--- config.mk ---
export PLATFORM = sky130hd
export DESIGN_NAME = wb_stage
export DESIGN_NICKNAME = d
export VERILOG_FILES = /design/src/rtl/wb_stage.sv
export SDC_FILE = /design/constraint.sdc
export NUM_CORES = 1
export LEC_CHECK = 0
export ABC_AREA = 1
export CAP_MARGIN = 40
export CORE_MARGIN = 5
export CORE_UTILIZATION = 35
export CTS_CLUSTER_SIZE = 8
export DETAILED_ROUTE_END_ITERATION = 10
export HOLD_SLACK_MARGIN = 0.03
export PLACE_DENSITY_LB_ADDON = 0.3
export SYNTH_ARGS = -nofsm -noshare
export SYNTH_HDL_FRONTEND = slang
export SYNTH_SLANG_ARGS = --single-unit
export TNS_END_PERCENT = 30
--- constraint.sdc ---
create_clock -name clk -period 4.3 [get_ports clk]
set_clock_uncertainty 0.2 [all_clocks]
set_input_delay 0.86 -clock clk [delete_from_list [all_inputs] [get_ports clk]]
set_output_delay 0.86 -clock clk [all_outputs]
set_load 0.01 [all_outputs]
--- src/rtl/wb_stage.sv ---
// Write-back stage feeding the register-file write port: ALU results retire in
// one cycle, loads wait for the data-cache response, then the lane is extracted and extended.
module wb_stage #(
    parameter int DATA_W  = 32,
    parameter int TIMEOUT = 64,
    parameter int CNT_W   = 7
) (
    input  logic              clk,
    input  logic              rst,
    input  logic              in_valid,
    output logic              in_ready,
    input  logic              in_regwrite,
    input  logic              in_memtoreg,
    input  logic [4:0]        in_dest,
    input  logic [DATA_W-1:0] in_alu,
    input  logic [1:0]        in_ld_size,
    input  logic              in_ld_unsigned,
    input  logic              dcache_rvalid,
    input  logic [DATA_W-1:0] dcache_rdata,
    output logic              rf_we,
    output logic [4:0]        rf_waddr,
    output logic [DATA_W-1:0] rf_wdata,
    output logic              pend_valid,
    output logic [4:0]        pend_dest,
    output logic              stall,
    output logic              timeout_err,
    output logic [31:0]       retire_cnt,
    output logic [0:0]        fsm_state
);

    // Handshake: an instruction transfers on a rising edge where in_valid && in_ready;
    // in_valid holds no obligation while in_ready is low, and in_ready never depends on in_valid.
    localparam logic [0:0] S_IDLE = 1'b0;
    localparam logic [0:0] S_WAIT = 1'b1;

    logic [0:0]        state;
    logic [CNT_W-1:0]  timer;
    logic [4:0]        ld_dest;
    logic [1:0]        ld_size;
    logic              ld_uns;
    logic [1:0]        ld_off;
    logic              ld_rw;
    logic              accept;
    logic [7:0]        lane_b;
    logic [15:0]       lane_h;
    logic [DATA_W-1:0] ld_data;

    assign in_ready  = (state == S_IDLE);
    assign stall     = ~in_ready;
    assign accept    = in_valid && in_ready;
    assign fsm_state = state;

    // Little-endian lane pick from the aligned cache word using the offset latched at accept.
    assign lane_b = dcache_rdata[{ld_off, 3'b000} +: 8];
    assign lane_h = dcache_rdata[{ld_off[1], 4'b0000} +: 16];

    always_comb begin
        ld_data = dcache_rdata;
        case (ld_size)
            2'b00: ld_data = ld_uns ? {{(DATA_W-8){1'b0}}, lane_b}
                                    : {{(DATA_W-8){lane_b[7]}}, lane_b};
            2'b01: ld_data = ld_uns ? {{(DATA_W-16){1'b0}}, lane_h}
                                    : {{(DATA_W-16){lane_h[15]}}, lane_h};
            default: ld_data = dcache_rdata;
        endcase
    end

    always_ff @(posedge clk or posedge rst) begin
        if (rst) begin
            state       <= S_IDLE;
            timer       <= '0;
            ld_dest     <= '0;
            ld_size     <= '0;
            ld_uns      <= 1'b0;
            ld_off      <= '0;
            ld_rw       <= 1'b0;
            rf_we       <= 1'b0;
            rf_waddr    <= '0;
            rf_wdata    <= '0;
            pend_valid  <= 1'b0;
            pend_dest   <= '0;
            timeout_err <= 1'b0;
            retire_cnt  <= '0;
        end else begin
            rf_we <= 1'b0;
            case (state)
                S_IDLE: begin
                    if (accept) begin
                        if (!in_memtoreg) begin
                            rf_we      <= in_regwrite && (in_dest != 5'd0);
                            rf_waddr   <= in_dest;
                            rf_wdata   <= in_alu;
                            retire_cnt <= retire_cnt + 32'd1;
                        end else begin
                            ld_dest    <= in_dest;
                            ld_size    <= in_ld_size;
                            ld_uns     <= in_ld_unsigned;
                            ld_off     <= in_alu[1:0];
                            ld_rw      <= in_regwrite;
                            timer      <= '0;
                            pend_valid <= in_regwrite && (in_dest != 5'd0);
                            pend_dest  <= in_dest;
                            state      <= S_WAIT;
                        end
                    end
                end
                S_WAIT: begin
                    // A response in the final cycle takes priority over the timeout.
                    if (dcache_rvalid) begin
                        rf_we      <= ld_rw && (ld_dest != 5'd0);
                        rf_waddr   <= ld_dest;
                        rf_wdata   <= ld_data;
                        pend_valid <= 1'b0;
                        retire_cnt <= retire_cnt + 32'd1;
                        state      <= S_IDLE;
                    end else if (timer == CNT_W'(TIMEOUT - 1)) begin
                        timeout_err <= 1'b1;
                        pend_valid  <= 1'b0;
                        retire_cnt  <= retire_cnt + 32'd1;
                        state       <= S_IDLE;
                    end else begin
                        timer <= timer + CNT_W'(1);
                    end
                end
                default: state <= S_IDLE;
            endcase
        end
    end

endmodule

Word level (Yosys, flattened, before mapping). Cells that the tools add are included.

Memories kept: 0. Flip-flop bits (word level): 91. Latch bits: 0. Bits in writable memories: 0. Word-level logic and storage cells: 75. Input port bits: 78. Bits in read-only memories: 0.

Equality and inequality tests: 9. Muxes and demuxes: 35. $add $sub $neg: 2. Shift-type cells: 2. Div/mod/pow operators: 0. Bitwise logic cells: 2. Reduce and logical (&&, ||, !) cells: 12. Magnitude comparators: 0. $mul: 0.

Operators by type and width (number): $mux 32 (9); $pmux 32 s2 (3); $add 32x1->32 const B (1); $shiftx 32x6->16 (1); $shiftx 32x6->8 (1); $mux 7 (4); $mux 5 (3); $reduce_and 3->1 (5); $pmux 7 s2 (1); $mux 1 (11); $pmux 5 s2 (1); $reduce_bool 5->1 (2); $ne 2x2->1 const B (4); $add 7x1->7 const B (1); $eq 7x6->1 const B (1); $pmux 1 s2 (3); $ne 2x1->1 const B (2); $reduce_and 4->1 (1); $logic_and 1x1->1 (3); $ne 3x2->1 const B (1); $eq 2x1->1 const B (1); $logic_not 2->1 (1); $not 1->1 (2).

Logic depth before layout (Yosys ltp).
Depth after elaboration: 5. Depth in mapped cells: 11. Depth with buffers taken out: 10.

Worst setup path after synthesis. Ideal clock, no wire load.

Kind: flip-flop to output port. Start point: reg state, in the netlist fsm_state. End point: out in_ready. Data required time: 3.240 ns. Stages on the path, launching flop included: 4. Setup slack: 2.248 ns. Arrival: 0.992 ns. Path through: dfrtp_1 -> buf_4 -> inv_4 -> buf_1.

Word-level cells in the longest chain between the ends: 1.

Ends and longest elaborated chain: start: declaration (RTL line 36) `logic [0:0] state;`; start signal: assignment (RTL line 70) `state <= S_IDLE;`; start signal: assignment (RTL line 103) `state <= S_WAIT;`; start signal: assignment (RTL line 115) `state <= S_IDLE;`; $not 1->1 (no source line); end: declaration (RTL line 11) `output logic in_ready,`.

Every way passes these cells.

Final worst setup path. Same ends and word-level chain as after synthesis.

==> metrics.txt <==
run status=completed; grt total ovfl=0; Worst-path clk slew=~0.070 ns; Post-CTS Setup Bufs=0; vias=between 5000 and 6000; Filler cells=1598; routability cong.=0.930; synth top area cells=dfrtp_1 (41%), nand2_1 (22%), nor2_1 (6.9%); initial antenna violation count=0; Die Y=136 um; most frequent cells in the layout=nand2_1 (323), clkdlybuf4s50_1 (157), nor2_1 (101), dfrtp_1 (91), a21oi_1 (47); wire per inst=14.5 um; setup violators final=0; first-pass GRT wire length=27200 um; Total Power=3.08 mW; Initial DRT Pass Iterations=6; clock network latency to the later pin of the worst-skew pair=between 0.3 and 0.4 ns; RR Startpoint=fsm_state; Slowest-stage cell, CP=clkdlybuf4s50_1; n_diodes=0; hold path depth=2; CTS tree=built; Hold Buf Count CTS=0; crit path buf inv count=2; #FFs+latches synth=91; DRT antenna net count=0; EDFF count, synth=0; Primary FF master, synth=dfrtp_1; worst r2r path cells=8; Seq. cell area=2280 um^2; post-synthesis async set-or-reset flop share=100%; mean post-synth cell area=6.97 um^2; Max VDD drop=0.199 mV; Final period util=67.6%; placed inst area=7200 um^2; Multi-input gate area=between 2000 and 3000 um^2; f_max=344 MHz; setup TNS=0 ns; CTS Root Cell=clkbuf_16; cell chain of the critical path=inv_4 -> clkdlybuf4s50_1; # IOs=158; worst r2r dst=rf_wdata[10]; cell area power density=412 nW/um^2; GRT Overall Usage=between 10% and 20%; min-delay src=rf_wdata[31]; CTS H-Tree Depth=3; Final Hold Vio Count=0; Port-buffer cells=157; crit-path max FO=53; die footprint=18400 um^2; Pleak=between 3 and 4 nW; Core Area=around 16000 um^2; Routed WL=between 15000 and 20000 um; Max clock buf depth=2; Initial DRC Count=320; CP top delay family=buffers and inverters; final period demand of the worst path=around 2.9 ns; crit path DAT=between 1.5 and 2 ns; hold endpoint=rf_wdata[31]; Post-CTS Resized=0; clk sinks=~90; unrepaired setup endpoints after global routing=no; area of the mapped netlist=5520 um^2; Initial Utilization=35.2%; sequential area share after synthesis=41.3%; Die X=136 um; Worst Path Class, Setup=register to output pin; largest area contributor in the netlist=dfrtp_1; Inserted Clock Buffers=9; vias in the first global route=about 5200; worst slew pin tran=0.809 ns; Ys Warns=0; max-slew violations=0; Post-Synthesis Cells=792; commonest non-fill, non-tap cell in the layout=nand2_1; synth unique cells=36; CP Launch Type=register; DRC Markers=0; share of the synthesized area in the top cell type=41.3%; max_slew headroom=46.0%; Rows=46; largest net degree at the start of global routing=54; HP Class=register to register; # nets final=1011; detailed placement HPWL=12300 um; Layout area overhead=35.3%; reg2reg setup slack=1.70 ns; max_cap viols=0; layout cells sized above 1=around 6.6%; Vias per Instance=4.79; critical path's largest stage delay=0.65 ns; design area=around 7500 um^2; Synthesized Nets=872; Crit path required time=about 3.2 ns; crit path capture type=output pin
-- final cells by class --
| type | instances | share of cell area (%) |
|---|---|---|
| multi-input combinational | 624 | 38.4 |
| tap | 216 | 3.62 |
| timing repair buffer | 162 | 21.7 |
| clock inverter | 6 | 0.453 |
| clock buffer | 9 | 3.02 |
| sequential | 91 | 30.5 |
| inverter | 43 | 2.30 |
-- logic make-up (layout without fill, tap and decap cells) --
kind of cell               Yosys count  in the layout  share of synthesized area (%)
buffers and inverters               77            220                           6.83
DFF                                 91             91                           41.3
adders and majority gates            2              2                          0.453
xor gates and xnor gates            17             17                           2.70
and+or+nand+nor                    506            506                           38.8
AOI/OAI and AO/OA                   99             99                           9.93
-- flip-flops by register name (all words and copies together) (netlist names), 2 cells and up --
signal / count
ld_dest: 5
ld_off: 2
ld_size: 2
retire_cnt: 32
rf_waddr: 5
rf_wdata: 32
timer: 7
-- stage by stage --
| step | worst slack, ns | hold WS (ns) | instances | utilization [%] |
|---|---|---|---|---|
| 2_1_floorplan | 0.876 | 0.249 | 792 | - |
| 3_3_place_gp | 1.22 | 0.267 | 1136 | 46.0 |
| 3_5_place_dp | 1.15 | 0.266 | 1136 | 46.0 |
| 4_1_cts | 1.38 | 0.283 | 1151 | 47.7 |
| 5_1_grt | 1.32 | 0.311 | 1151 | 47.7 |
| 6_report | 1.39 | 0.285 | 1151 | 47.7 |
-- metal layers --
metal	share of wire [%]	track usage (%)
met1	46	25.8
met2	45	28.2
met3	6.6	4.42
met4	2.5	6.66
met5	0	0
-- power breakdown --
| part | switching [mW] | internal [mW] | leakage, nW |
|---|---|---|---|
| Sequential | 0.165 | 1.03 | 1.12 |
| Combinational | 0.613 | 0.543 | 2.11 |
| Clock | 0.337 | 0.385 | 0.135 |
-- worst reg2reg max path: cells and delay by family, from the launching register on --
kind	cells	cell delay [ns]
compound gates	3	0.51
buf+inv	4	1.41
flops	1	0.40
simple gates	1	0.03
-- synthesized netlist by cell type, types with 7 or more instances --
cell type	n
nor2_1	101
nor2_2	14
buf_6	7
nand3_1	35
nand3b_1	14
o21ai_0	29
nand2_1	323
buf_2	13
o211ai_1	7
inv_1	36
clkbuf_1	10
dfrtp_1	91
a21oi_1	47
xor2_1	14
-- worst max-delay path by stage --
| stage | start | to | slack (ns) | depth (start not counted) |
|---|---|---|---|---|
| floorplan | rst | fsm_state | 0.88 | 1 |
| global placement | in_valid | rf_wdata[10] | 1.22 | 9 |
| detailed placement | in_valid | rf_wdata[10] | 1.15 | 9 |
| CTS | fsm_state | in_ready | 1.38 | 2 |
| global route | fsm_state | in_ready | 1.32 | 2 |
| finish | fsm_state | in_ready | 1.39 | 2 |
Note: power is estimated with default switching activity, not from simulation.
